===== src/rtl/aesl_deadlock_monitor_param.sv =====
// Dataflow deadlock monitor: declares a deadlock when a blocked AXI-Stream port coexists with
// every dataflow process being stopped for PERSIST_CYCLES consecutive cycles.
module aesl_deadlock_monitor_param #(
    parameter int                           NUM_PROC       = 3,
    parameter int                           NUM_AXIS       = 1,
    parameter logic [NUM_AXIS*NUM_PROC-1:0] AXIS_OWNER     = '0,
    parameter int                           PERSIST_CYCLES = 1,
    parameter bit                           STICKY         = 1'b1,
    parameter int                           CNT_W          = 16
) (
    input  logic                clock,
    input  logic                reset,
    input  logic [NUM_AXIS-1:0] axis_block_sigs,
    input  logic [NUM_PROC-1:0] inst_idle_sigs,
    input  logic [NUM_PROC-1:0] inst_block_sigs,
    input  logic                clear,
    output logic                block,
    output logic [NUM_AXIS-1:0] axis_block_info,
    output logic [NUM_PROC-1:0] proc_stop_info,
    output logic [CNT_W-1:0]    stall_cycles
);

    localparam int                PCNT_W    = $clog2(PERSIST_CYCLES + 1);
    localparam logic [PCNT_W-1:0] PCNT_ONE  = PCNT_W'(1);
    localparam logic [PCNT_W-1:0] PCNT_LAST = PCNT_W'(PERSIST_CYCLES - 1);
    localparam logic [CNT_W-1:0]  CNT_MAX   = '1;

    typedef enum logic [1:0] {
        S_IDLE    = 2'd0,
        S_ARMED   = 2'd1,
        S_BLOCKED = 2'd2
    } state_t;

    state_t              state;
    state_t              state_next;
    logic [PCNT_W-1:0]   pcnt;
    logic [PCNT_W-1:0]   pcnt_next;
    logic [NUM_PROC-1:0] proc_axis;
    logic [NUM_PROC-1:0] stop;
    logic                cond;
    logic                entering;

    // A process is stopped when idle, stalled on an internal channel, or stalled on an owned AXIS port.
    // NOTE: every signal written in always_comb gets a default first, so no path can infer a latch.
    always_comb begin
        proc_axis = '0;
        for (int p = 0; p < NUM_PROC; p++) begin
            for (int a = 0; a < NUM_AXIS; a++) begin
                proc_axis[p] = proc_axis[p] | (axis_block_sigs[a] & AXIS_OWNER[a*NUM_PROC+p]);
            end
        end
        stop = inst_idle_sigs | inst_block_sigs | proc_axis;
        cond = (|proc_axis) & (&stop);
    end

    always_comb begin
        state_next = state;
        pcnt_next  = pcnt;
        case (state)
            S_IDLE: begin
                if (cond) begin
                    if (PERSIST_CYCLES == 1) begin
                        state_next = S_BLOCKED;
                        pcnt_next  = '0;
                    end else begin
                        state_next = S_ARMED;
                        pcnt_next  = PCNT_ONE;
                    end
                end else begin
                    pcnt_next = '0;
                end
            end
            S_ARMED: begin
                if (!cond) begin
                    state_next = S_IDLE;
                    pcnt_next  = '0;
                end else if (pcnt == PCNT_LAST) begin
                    state_next = S_BLOCKED;
                    pcnt_next  = '0;
                end else begin
                    pcnt_next = pcnt + 1'b1;
                end
            end
            S_BLOCKED: begin
                if (!STICKY && !cond) begin
                    state_next = S_IDLE;
                end
            end
            default: begin
                state_next = S_IDLE;
                pcnt_next  = '0;
            end
        endcase
    end

    assign entering = (state_next == S_BLOCKED) && (state != S_BLOCKED);

    // Snapshots are only loaded on entry and zeroed on exit, so they read 0 whenever block is low.
    // NOTE: sequential state uses non-blocking assignments so every register samples pre-edge values.
    always_ff @(posedge clock) begin
        if (reset || clear) begin
            state           <= S_IDLE;
            pcnt            <= '0;
            axis_block_info <= '0;
            proc_stop_info  <= '0;
            stall_cycles    <= '0;
        end else begin
            state <= state_next;
            pcnt  <= pcnt_next;
            if (entering) begin
                axis_block_info <= axis_block_sigs;
                proc_stop_info  <= stop;
                stall_cycles    <= '0;
            end else if (state == S_BLOCKED) begin
                if (stall_cycles != CNT_MAX) begin
                    stall_cycles <= stall_cycles + 1'b1;
                end
                if (state_next != S_BLOCKED) begin
                    axis_block_info <= '0;
                    proc_stop_info  <= '0;
                end
            end
        end
    end

    assign block = (state == S_BLOCKED);

endmodule


===== config.mk =====
export PLATFORM = sky130hd
export DESIGN_NAME = aesl_deadlock_monitor_param
export DESIGN_NICKNAME = d
export VERILOG_FILES = /design/src/rtl/aesl_deadlock_monitor_param.sv
export SDC_FILE = /design/constraint.sdc
export NUM_CORES = 1
export LEC_CHECK = 0
export ABC_AREA = 0
export ABC_CLOCK_PERIOD_IN_PS = 2500
export BUFFER_PORTS_ARGS = -buffer_cell sky130_fd_sc_hd__buf_4
export CAP_MARGIN = 25
export CORE_MARGIN = 2
export CORE_UTILIZATION = 50
export CTS_CLUSTER_DIAMETER = 100
export DETAILED_ROUTE_END_ITERATION = 16
export PLACE_DENSITY_LB_ADDON = 0.15
export SLEW_MARGIN = 5
export SYNTH_ARGS = -nofsm -noshare
export SYNTH_HDL_FRONTEND = slang
export SYNTH_SLANG_ARGS = --single-unit
export TNS_END_PERCENT = 30

===== constraint.sdc =====
create_clock -name clock -period 2.5 [get_ports clock]
set_input_delay 0.5 -clock clock [delete_from_list [all_inputs] [get_ports clock]]
set_output_delay 0.5 -clock clock [all_outputs]
set_load 0.02 [all_outputs]

After elaboration in Yosys (flattened, before gate mapping)
Index checks and enable logic that the tools add are counted.

Input port bits: 10. Output and inout port bits: 21. Bits in registers: 22. Word-level logic and storage cells: 27.

Add/subtract/negate cells: 1. Bitwise operators: 1. Multiplexer cells: 7. Reduce and logical (&&, ||, !) cells: 9. Equality and inequality tests: 5.

Operator list (count): $add 16x1->16 const B (1); $ne 16x16->1 const B (1); $mux 3 (3); $eq 2x2->1 const B (2); $ne 2x2->1 const B (2); $reduce_and 2->1 (2); $reduce_bool 2->1 (2); $reduce_or 2->1 (2); $mux 1 (3); $or 3x3->3 (1); $logic_not 2->1 (1); $mux 2 (1); $logic_and 1x1->1 (1); $logic_or 1x1->1 (1).

Longest topological paths before layout
Gate-level depths: netlist of run 1.

Depth in word-level cells: 7. Depth in mapped cells: 7. Gate-level depth less buffers: 7.

Worst setup path after synthesis of run 1
Ideal clock, no wire load.

Path kind: register -> register. Start: reg stall_cycles[0]. End: reg stall_cycles[9]. Path slack: 684 ps. Stages on the path, launching flop included: 7. Arrival: 1745 ps. Data required time: 2430 ps. Clock period less this slack: 1816 ps. Setup time: 70 ps. Buffers on the path: 1. Cells stage by stage: dfxtp_1 ha_1 and4_4 and4_4 buf_6 or4_1 a21oi_1.

Longest elaborated chain between the ends: 2.

RTL lines: from (decl) (RTL line 20) `output logic [CNT_W-1:0] stall_cycles`; from (signal assigned) (RTL line 116) `stall_cycles <= stall_cycles + 1'b1;`; branches (longest 2 deep; another with $add 16x1->16).

Parallel ways; which one is timed is not known. A chain may end at the register's enable or synchronous reset.

Worst setup path in the final report of run 1
Start: reg state[0]. End: reg stall_cycles[10].

Longest elaborated chain between the ends: 6.

RTL lines: from (decl) (RTL line 34) `state_t state;`; from (signal assigned) (RTL line 108) `state <= state_next;`; $eq 2x2->1 or $logic_not 2->1 (tied branches) (RTL line 59, 114); $reduce_or 2->1 (no source line); $mux 2; $eq 2x2->1 (RTL line 96) `assign entering = (state_next == S_BLOCKED) && (state != S_BLOCKED);`; $logic_and 1x1->1 (RTL line 96); $reduce_or 2->1 (no source line).

Parallel ways exist; a longest one is shown, timed or not.

==> out/metrics.csv, run 1 <==
metric,value,unit
die width,50.18,µm
Avg Synthesized Cell Area,8.738,µm²
Skew-Pair Late Insertion Delay,0.30,ns
die height,50.18,µm
final period demand of the worst path,2.248,ns
buffer levels on the longest clock path,2,
Syn Inst Count,122,
largest driver fanout on the critical path,13,
share of the synthesized area in the top cell type,41.31,%
area occupied by multi-input gates,590.6,µm²
clock network power share,34.2,%
biggest area contributors in the synthesized netlist,"sky130_fd_sc_hd__dfxtp_1, sky130_fd_sc_hd__a21oi_1, sky130_fd_sc_hd__and4_4",
average wire length per cell after detail routing,13.47,µm
placer congestion estimate,0.8374,
placed wire-length estimate,1.739,mm
register share of total power,62.0,%
Hold WC Path Type,in2reg,
final total negative setup slack,0,ns
period utilization,89.92,%
Internal Power,451.4,µW
total of endpoints with negative setup slack in the final report,0,
Post-CTS Repair Setup Buffers,0,
leading register cell type out of synthesis,sky130_fd_sc_hd__dfxtp_1,
Area growth syn-to-layout,25.82,%
top-level I/O count,31,
detailed-route DRC error count,0,
Net Sw Frac,20.44,%
required time at the endpoint of the critical path,2.70,ns
VDD IR max,0.4785,mV
share of final-layout standard cells stronger than drive strength 1,26.97,%
final hold vios,0,
Routed WL,2.411,mm
total congestion overflow,0,
Cell variety after synth,36,
Root Buffer Master,sky130_fd_sc_hd__clkbuf_4,
total CTS buffers,3,
number of enable-type register cells in the synthesized netlist,0,
clock tree from TritonCTS,done,
worst endpoint data arrival time,2.45,ns
Pwr per Cell Area,423.0,mW/mm²
area taken by flip-flops and latches,440.4,µm²
worst min-delay path endpoint,proc_stop_info[0],
most frequent cells in the layout,"sky130_fd_sc_hd__buf_4, sky130_fd_sc_hd__dfxtp_1, sky130_fd_sc_hd__a21oi_1",
most common library cell in the layout ignoring fill and taps,sky130_fd_sc_hd__buf_4,
First-pass DRT Iterations,4,
Layout Nets,165,
initial antenna violation count,0,
number of buffer cells added on primary ports,30,
number of nets still failing antenna checks after routing,0,
total power consumption of the routed design,567.3,µW
setup repair after global routing missed its margin,false,
number of buffers inserted by hold repair at cts,0,
number of H-tree levels,1,
wire length of the first global-routing pass,4.015,mm
overall global routing resource usage,20.16,%
Synth warnings,0,
number of non-filler instances in the completed layout,179,
share of total power in combinational logic,3.8,%
Crit Path Category,reg2reg,
Critical R2R Capture,stall_cycles[10],
vias in the first global route,969,
net count of the mapped netlist,134,
kind of start point of the critical path,flop,
hold path startpoint,reset,
Worst setup EP type,flop,
fill cell instance count of the final layout,173,
Post-Place Cells,175,
core region area,0.001982,mm²
post-cts repair resize count,0,
clock transition at the registers of the reported paths,0.12,ns
number of pins with negative max-slew slack in the final report,0,
area enclosed by the die boundary,0.002518,mm²
proportion of synthesized chip area in sequential cells,41.31,%
Clock Skew,0.003594,ns
upper clock frequency limit,0.4448,GHz
iteration-0 DRC count of the detailed router,25,
Hold Crit Depth,2,
starting utilization of the core area,53.79,%
synthesis-stage register bit count,22,
cell leakage power,0.0005157,µW
r2r setup slk,0.25,ns
Max-cap violations,0,
Avg Vias per Cell,6.011,
worst reg2reg path startpoint,state[0],
cells on worst reg2reg path,5,
outcome,finished clean,
total number of vias,1076,
TritonCTS sink count,22,
Ant. Diodes,0,
summed instance area of the synthesized netlist,0.001066,mm²
switching power total,116.0,µW
std cell rows,16,
cell accounting for the most synthesized area,sky130_fd_sc_hd__dfxtp_1,
fraction of synthesis flops using an asynchronous set or reset pin,0,%
pin count of the biggest net entering global routing,19,
[cell usage after synthesis, types with 2 or more instances]
library cell,count
sky130_fd_sc_hd__nand3_1,3
sky130_fd_sc_hd__or3_1,3
sky130_fd_sc_hd__o21ai_0,4
sky130_fd_sc_hd__nor2_1,5
sky130_fd_sc_hd__a21oi_1,13
sky130_fd_sc_hd__nand2_1,10
sky130_fd_sc_hd__o31ai_1,5
sky130_fd_sc_hd__o21a_1,2
sky130_fd_sc_hd__and3_1,3
sky130_fd_sc_hd__nor3_1,7
sky130_fd_sc_hd__o21ai_1,3
sky130_fd_sc_hd__clkbuf_1,3
sky130_fd_sc_hd__nand2b_1,2
sky130_fd_sc_hd__nand4_1,4
sky130_fd_sc_hd__o311ai_1,3
sky130_fd_sc_hd__o41ai_1,3
sky130_fd_sc_hd__ha_1,2
sky130_fd_sc_hd__and4_4,4
sky130_fd_sc_hd__dfxtp_1,22
sky130_fd_sc_hd__or4_1,5
[kinds of logic (layout without fill, tap and decap cells)]
kind of cell / after synthesis / in the layout / synth area share [%]
buf+inv: 7 / 37 / 3.285
fa+ha+maj: 2 / 2 / 2.347
flops: 22 / 22 / 41.31
simple gates: 50 / 50 / 27.82
compound gates: 40 / 40 / 24.88
other cells: 1 / 1 / 0.3518
[power groups by stage]
stage                     sequential [µW]  clock [µW]  combinational [µW]
final                                 352         194                21.8
after global routing                  352         210                23.3
after CTS                             352         198                21.7
after detailed placement              359           0                21.6
after global placement                359           0                21.2
after floorplan                       359           0                5.73
[worst max-delay path by stage]
stage	startpoint	to	depth (start not counted)
after floorplan	stall_cycles[0]	stall_cycles[9]	6
after global placement	state[0]	stall_cycles[10]	5
after detailed placement	state[0]	stall_cycles[10]	5
after CTS	state[0]	stall_cycles[10]	5
after global routing	state[0]	stall_cycles[10]	5
final	state[0]	stall_cycles[10]	5
[worst max-delay path, stage by stage, from the launching register on]
cell and delay, ns:
sky130_fd_sc_hd__dfxtp_1 0.33, sky130_fd_sc_hd__nand2b_1 0.41, sky130_fd_sc_hd__inv_2 0.14, sky130_fd_sc_hd__ha_1 0.27, sky130_fd_sc_hd__or3_1 0.59, sky130_fd_sc_hd__o41ai_1 0.41
[area by class of cell]
type / instances / share of cell area (%)
repair buffers: 31 / 17.35
flip-flops and latches: 22 / 32.84
inverters: 2 / 0.5597
clock buffers: 4 / 2.705
multi-input cells: 93 / 44.03
well taps: 27 / 2.519
[metrics by stage]
| step | hold slack [ns] | cell area, µm² | setup slack, ns | util [%] |
|---|---|---|---|---|
| floorplan | 0.5712 | 1066 | 0.6843 | - |
| global placement | 0.4804 | 1305 | 0.4195 | 65.85 |
| detailed placement | 0.4990 | 1305 | 0.3074 | 65.85 |
| CTS | 0.3999 | 1341 | 0.2685 | 67.68 |
| global route | 0.4000 | 1341 | 0.06503 | 67.68 |
| finish | 0.4005 | 1341 | 0.2519 | 67.68 |
[sequential cells by signal, indices dropped and copies added (netlist names)]
name / count
proc_stop_info: 3
state: 2
stall_cycles: 16
axis_block_info: 1
[layer usage]
metal  wire [µm]  global-route usage (%)  part of all wire (%)  vias up
met5           0                       0                     0        -
met4          14                   8.333                  0.58        0
met3         119                   4.167                   4.9        2
met2        1180                   32.46                    49       32
met1        1096                   26.19                    45      507
li1            -                       -                     -      535
(Power assumes the default switching activity.)
==> run 2, diff against run 1 <==
Settings changed: BUFFER_PORTS_ARGS -buffer_cell sky130_fd_sc_hd__buf_4 to not set, CORE_UTILIZATION 50 to 60, DONT_BUFFER_PORTS set to 1.
==> out/metrics.csv, run 2 (same netlist as run 1, synthesis figures left out) <==
metric,value,unit,change
outcome,finished clean,,
dpl ws,0.3215,ns,+0.01404 ns
post-cts repair resize count,0,,unchanged
Max-cap violations,0,,unchanged
placer congestion estimate,0.8132,,-2.9%
area taken by flip-flops and latches,440.4,µm²,unchanged
fill cell instance count of the final layout,149,,-14%
overall global routing resource usage,23.41,%,+3.2 points
std cell rows,15,,-1
VDD IR max,0.4307,mV,-10%
number of nets still failing antenna checks after routing,0,,unchanged
area occupied by multi-input gates,590.6,µm²,unchanged
Ant. Diodes,0,,unchanged
clock tree from TritonCTS,done,,
required time at the endpoint of the critical path,2.71,ns,about the same
setup slack after layout,0.2935,ns,+0.04160 ns
share of final-layout standard cells stronger than drive strength 1,9.016,%,-18 points
total number of vias,969,,-9.9%
buffer levels on the longest clock path,2,,unchanged
Skew-Pair Late Insertion Delay,0.31,ns,about the same
total CTS buffers,3,,unchanged
number of buffer cells added on primary ports,0,,-100%
Layout Nets,135,,-18%
vias in the first global route,869,,-10%
final period demand of the worst path,2.207,ns,-0.04160 ns
Largest regs,"stall_cycles (16), proc_stop_info (3), state (2)",,
kind of start point of the critical path,flop,,
total power consumption of the routed design,630.9,µW,+11%
Routed WL,2.217,mm,-8.0%
Hold WC Path Type,in2reg,,
final hold vios,0,,unchanged
die height,46.15,µm,-8.0%
pin count of the biggest net entering global routing,19,,unchanged
TritonCTS sink count,22,,unchanged
detailed-route DRC error count,0,,unchanged
final total negative setup slack,0,ns,unchanged
Root Buffer Master,sky130_fd_sc_hd__clkbuf_4,,
Avg Vias per Cell,6.971,,+16%
total of endpoints with negative setup slack in the final report,0,,unchanged
most frequent cells in the layout,"sky130_fd_sc_hd__dfxtp_1, sky130_fd_sc_hd__a21oi_1, sky130_fd_sc_hd__nand2_1",,
top-level I/O count,31,,unchanged
Pwr per Cell Area,563.4,mW/mm²,+33%
number of pins with negative max-slew slack in the final report,0,,unchanged
iteration-0 DRC count of the detailed router,21,,-16%
Post-CTS Repair Setup Buffers,0,,unchanged
Worst setup EP type,flop,,
placed wire-length estimate,1.576,mm,-9.3%
average wire length per cell after detail routing,15.95,µm,+18%
period utilization,88.26,%,-1.7 points
die width,46.15,µm,-8.0%
setup repair after global routing missed its margin,false,,
upper clock frequency limit,0.4532,GHz,+1.9%
Crit Path Category,reg2reg,,
First-pass DRT Iterations,4,,unchanged
most common library cell in the layout ignoring fill and taps,sky130_fd_sc_hd__dfxtp_1,,
wire length of the first global-routing pass,3.691,mm,-8.1%
cell leakage power,0.0003648,µW,-29%
starting utilization of the core area,63.11,%,+9.3 points
largest driver fanout on the critical path,13,,unchanged
clock transition at the registers of the reported paths,0.12,ns,about the same
worst endpoint data arrival time,2.42,ns,-0.03 ns
number of H-tree levels,1,,unchanged
number of buffers inserted by hold repair at cts,0,,unchanged
number of non-filler instances in the completed layout,139,,-22%
max reg flops,16,,unchanged
Area growth syn-to-layout,5.047,%,
area enclosed by the die boundary,0.002130,mm²,-15%
core region area,0.001689,mm²,-15%
register with the most flip-flops,stall_cycles,,
Clock Skew,0.004504,ns,+0.0009106 ns
initial antenna violation count,0,,unchanged
Post-Place Cells,135,,-23%
total congestion overflow,0,,unchanged
## run 2: through the flow
stage                     util [%]  cell area, µm²  hold WS [ns]
after floorplan                  -            1066        0.5712
after global placement       63.19            1067        0.5785
after detailed placement     63.19            1067        0.5812
after CTS                    66.30            1120        0.2440
after global routing         66.30            1120        0.2258
final                        66.30            1120        0.2454
## run 2: worst paths after layout
path	start	end	slack, ns	cells after the start
setup / recovery	state[0]	stall_cycles[10]	0.29	5
hold / removal	reset	proc_stop_info[1]	0.25	1
setup reg to reg	state[0]	stall_cycles[10]	0.29	5
hold reg to reg	proc_stop_info[0]	proc_stop_info[0]	0.63	2
## run 2: worst max-delay path, stage by stage (launching register included)
cell and delay [ns]:
sky130_fd_sc_hd__dfxtp_1 0.33, sky130_fd_sc_hd__nand2b_1 0.39, sky130_fd_sc_hd__inv_2 0.13, sky130_fd_sc_hd__ha_1 0.26, sky130_fd_sc_hd__or3_1 0.59, sky130_fd_sc_hd__o41ai_1 0.40
## run 2: power breakdown
group	switching, µW	internal, µW	total, µW
logic	6.08	2.66	8.73
clock network	109	162	271
registers	0.229	351	352
## run 2: routing by layer
| layer | GRT usage (%) | vias up | share of wire, % |
|---|---|---|---|
| met2 | 40.56 | 43 | 48 |
| met4 | 6.857 | 0 | 1.1 |
| met3 | 5.490 | 4 | 8.3 |
| li1 | - | 476 | - |
| met5 | 0 | - | 0 |
| met1 | 28.47 | 446 | 42 |
## run 2: cell type report
| cell class | instances | area share (%) |
|---|---|---|
| multi-input combinational | 93 | 52.74 |
| sequential | 22 | 39.33 |
| clock inverter | 1 | 2.682 |
| clock buffer | 3 | 2.011 |
| tap | 17 | 1.899 |
| timing repair buffer | 1 | 0.6704 |
| inverter | 2 | 0.6704 |
==> run 3, diff against run 2 <==
Settings changed: ABC_CLOCK_PERIOD_IN_PS 2500 to 2200.
Clock period 2.5 ns to 2.2 ns, I/O delays scaled along.
==> out/metrics.csv, run 3 (same netlist as run 1, synthesis figures left out) <==
metric,value,unit,change
setup slack after layout,0.2271,ns,-0.06642 ns
Root Buffer Master,sky130_fd_sc_hd__clkbuf_4,,
worst endpoint data arrival time,2.23,ns,-0.19 ns
number of buffer cells added on primary ports,0,,unchanged
First-pass DRT Iterations,4,,unchanged
largest driver fanout on the critical path,8,,-5
post-cts repair resize count,0,,unchanged
Crit Path Category,reg2reg,,
Avg Vias per Cell,6.813,,-2.3%
placed wire-length estimate,1.620,mm,+2.8%
number of buffers inserted by hold repair at cts,0,,unchanged
vias in the first global route,897,,+3.2%
area enclosed by the die boundary,0.002130,mm²,unchanged
Routed WL,2.243,mm,+1.2%
iteration-0 DRC count of the detailed router,25,,+19%
Max-cap violations,0,,unchanged
placer congestion estimate,0.8046,,-1.1%
outcome,finished clean,,
Hold WC Path Type,in2reg,,
VDD IR max,0.3359,mV,-22%
setup repair after global routing missed its margin,false,,
upper clock frequency limit,0.5069,GHz,+12%
Area growth syn-to-layout,7.042,%,
required time at the endpoint of the critical path,2.46,ns,-0.25 ns
most common library cell in the layout ignoring fill and taps,sky130_fd_sc_hd__dfxtp_1,,
register with the most flip-flops,stall_cycles,,
detailed-route DRC error count,0,,unchanged
die width,46.15,µm,unchanged
share of final-layout standard cells stronger than drive strength 1,12.60,%,+3.6 points
wire length of the first global-routing pass,3.670,mm,-0.57%
total number of vias,981,,+1.2%
total CTS buffers,3,,unchanged
Ant. Diodes,0,,unchanged
Largest regs,"stall_cycles (16), proc_stop_info (3), state (2)",,
final total negative setup slack,0,ns,unchanged
Layout Nets,140,,+3.7%
final period demand of the worst path,1.973,ns,-0.2336 ns
dpl ws,0.2831,ns,-0.03838 ns
pin count of the biggest net entering global routing,19,,unchanged
final hold vios,0,,unchanged
period utilization,89.68,%,+1.4 points
max reg flops,16,,unchanged
TritonCTS sink count,22,,unchanged
number of pins with negative max-slew slack in the final report,0,,unchanged
clock transition at the registers of the reported paths,0.12,ns,about the same
die height,46.15,µm,unchanged
clock tree from TritonCTS,done,,
number of nets still failing antenna checks after routing,0,,unchanged
initial antenna violation count,0,,unchanged
Pwr per Cell Area,561.9,mW/mm²,-0.28%
top-level I/O count,31,,unchanged
kind of start point of the critical path,flop,,
Worst setup EP type,flop,,
std cell rows,15,,unchanged
core region area,0.001689,mm²,unchanged
number of H-tree levels,1,,unchanged
cell leakage power,0.0003828,µW,+5.0%
average wire length per cell after detail routing,15.58,µm,-2.3%
r2r setup slk,0.23,ns,-0.07 ns
most frequent cells in the layout,"sky130_fd_sc_hd__dfxtp_1, sky130_fd_sc_hd__a21oi_1, sky130_fd_sc_hd__nand2_1",,
Clock Skew,0.004235,ns,-0.0002697 ns
buffer levels on the longest clock path,2,,unchanged
Skew-Pair Late Insertion Delay,0.32,ns,about the same
overall global routing resource usage,24.01,%,+0.60 points
total congestion overflow,0,,unchanged
total of endpoints with negative setup slack in the final report,0,,unchanged
starting utilization of the core area,63.11,%,unchanged
Post-CTS Repair Setup Buffers,0,,unchanged
==> run 3: path summary, 6_finish.rpt <==
check / from / end / cells after the start
setup / recovery: stall_cycles[0] / stall_cycles[14] / 5
hold / removal: reset / proc_stop_info[2] / 1
setup reg to reg: stall_cycles[0] / stall_cycles[14] / 5
hold reg to reg: state[1] / state[1] / 2
==> run 3: per-stage QoR <==
step                cell area (µm²)  instances  power [µW]  hold WS, ns  util (%)
finish                         1141        144       641.2       0.1723     67.56
global route                   1141        144       658.3       0.1610     67.56
CTS                            1141        144       640.6       0.1733     67.56
detailed placement             1105        140       419.5       0.5196     65.41
global placement               1105        140       419.1       0.5185     65.41
floorplan                      1066        122       414.9       0.5168         -
==> run 3: layout make-up <==
class / count / area, µm²
well taps: 17 / 21.27
inverters: 2 / 7.507
fillers: 146 / 548.0
clock buffers: 4 / 36.28
repair buffers: 6 / 45.04
multi-input cells: 93 / 590.6
flip-flops and latches: 22 / 440.4
==> run 3: power breakdown <==
group          total (µW)  internal (µW)  switching (µW)  leakage [µW]
sequential            400            399           0.369      0.000177
combinational        11.3           4.15            7.11      0.000184
clock                 230            101             129     0.0000210
==> run 3: metal layers <==
layer	vias up	global-route usage (%)	wire (µm)
met3	7	7.843	146
met4	0	16.00	57
met1	452	28.85	936
met5	-	0	0
met2	32	36.11	1102
li1	490	-	-
==> run 3: worst max-delay path: stages, from the launching register on <==
cell	delay, ns
sky130_fd_sc_hd__dfxtp_1	0.54
sky130_fd_sc_hd__ha_1	0.28
sky130_fd_sc_hd__and4_4	0.27
sky130_fd_sc_hd__nand3_2	0.16
sky130_fd_sc_hd__or4_1	0.51
sky130_fd_sc_hd__a21oi_1	0.15
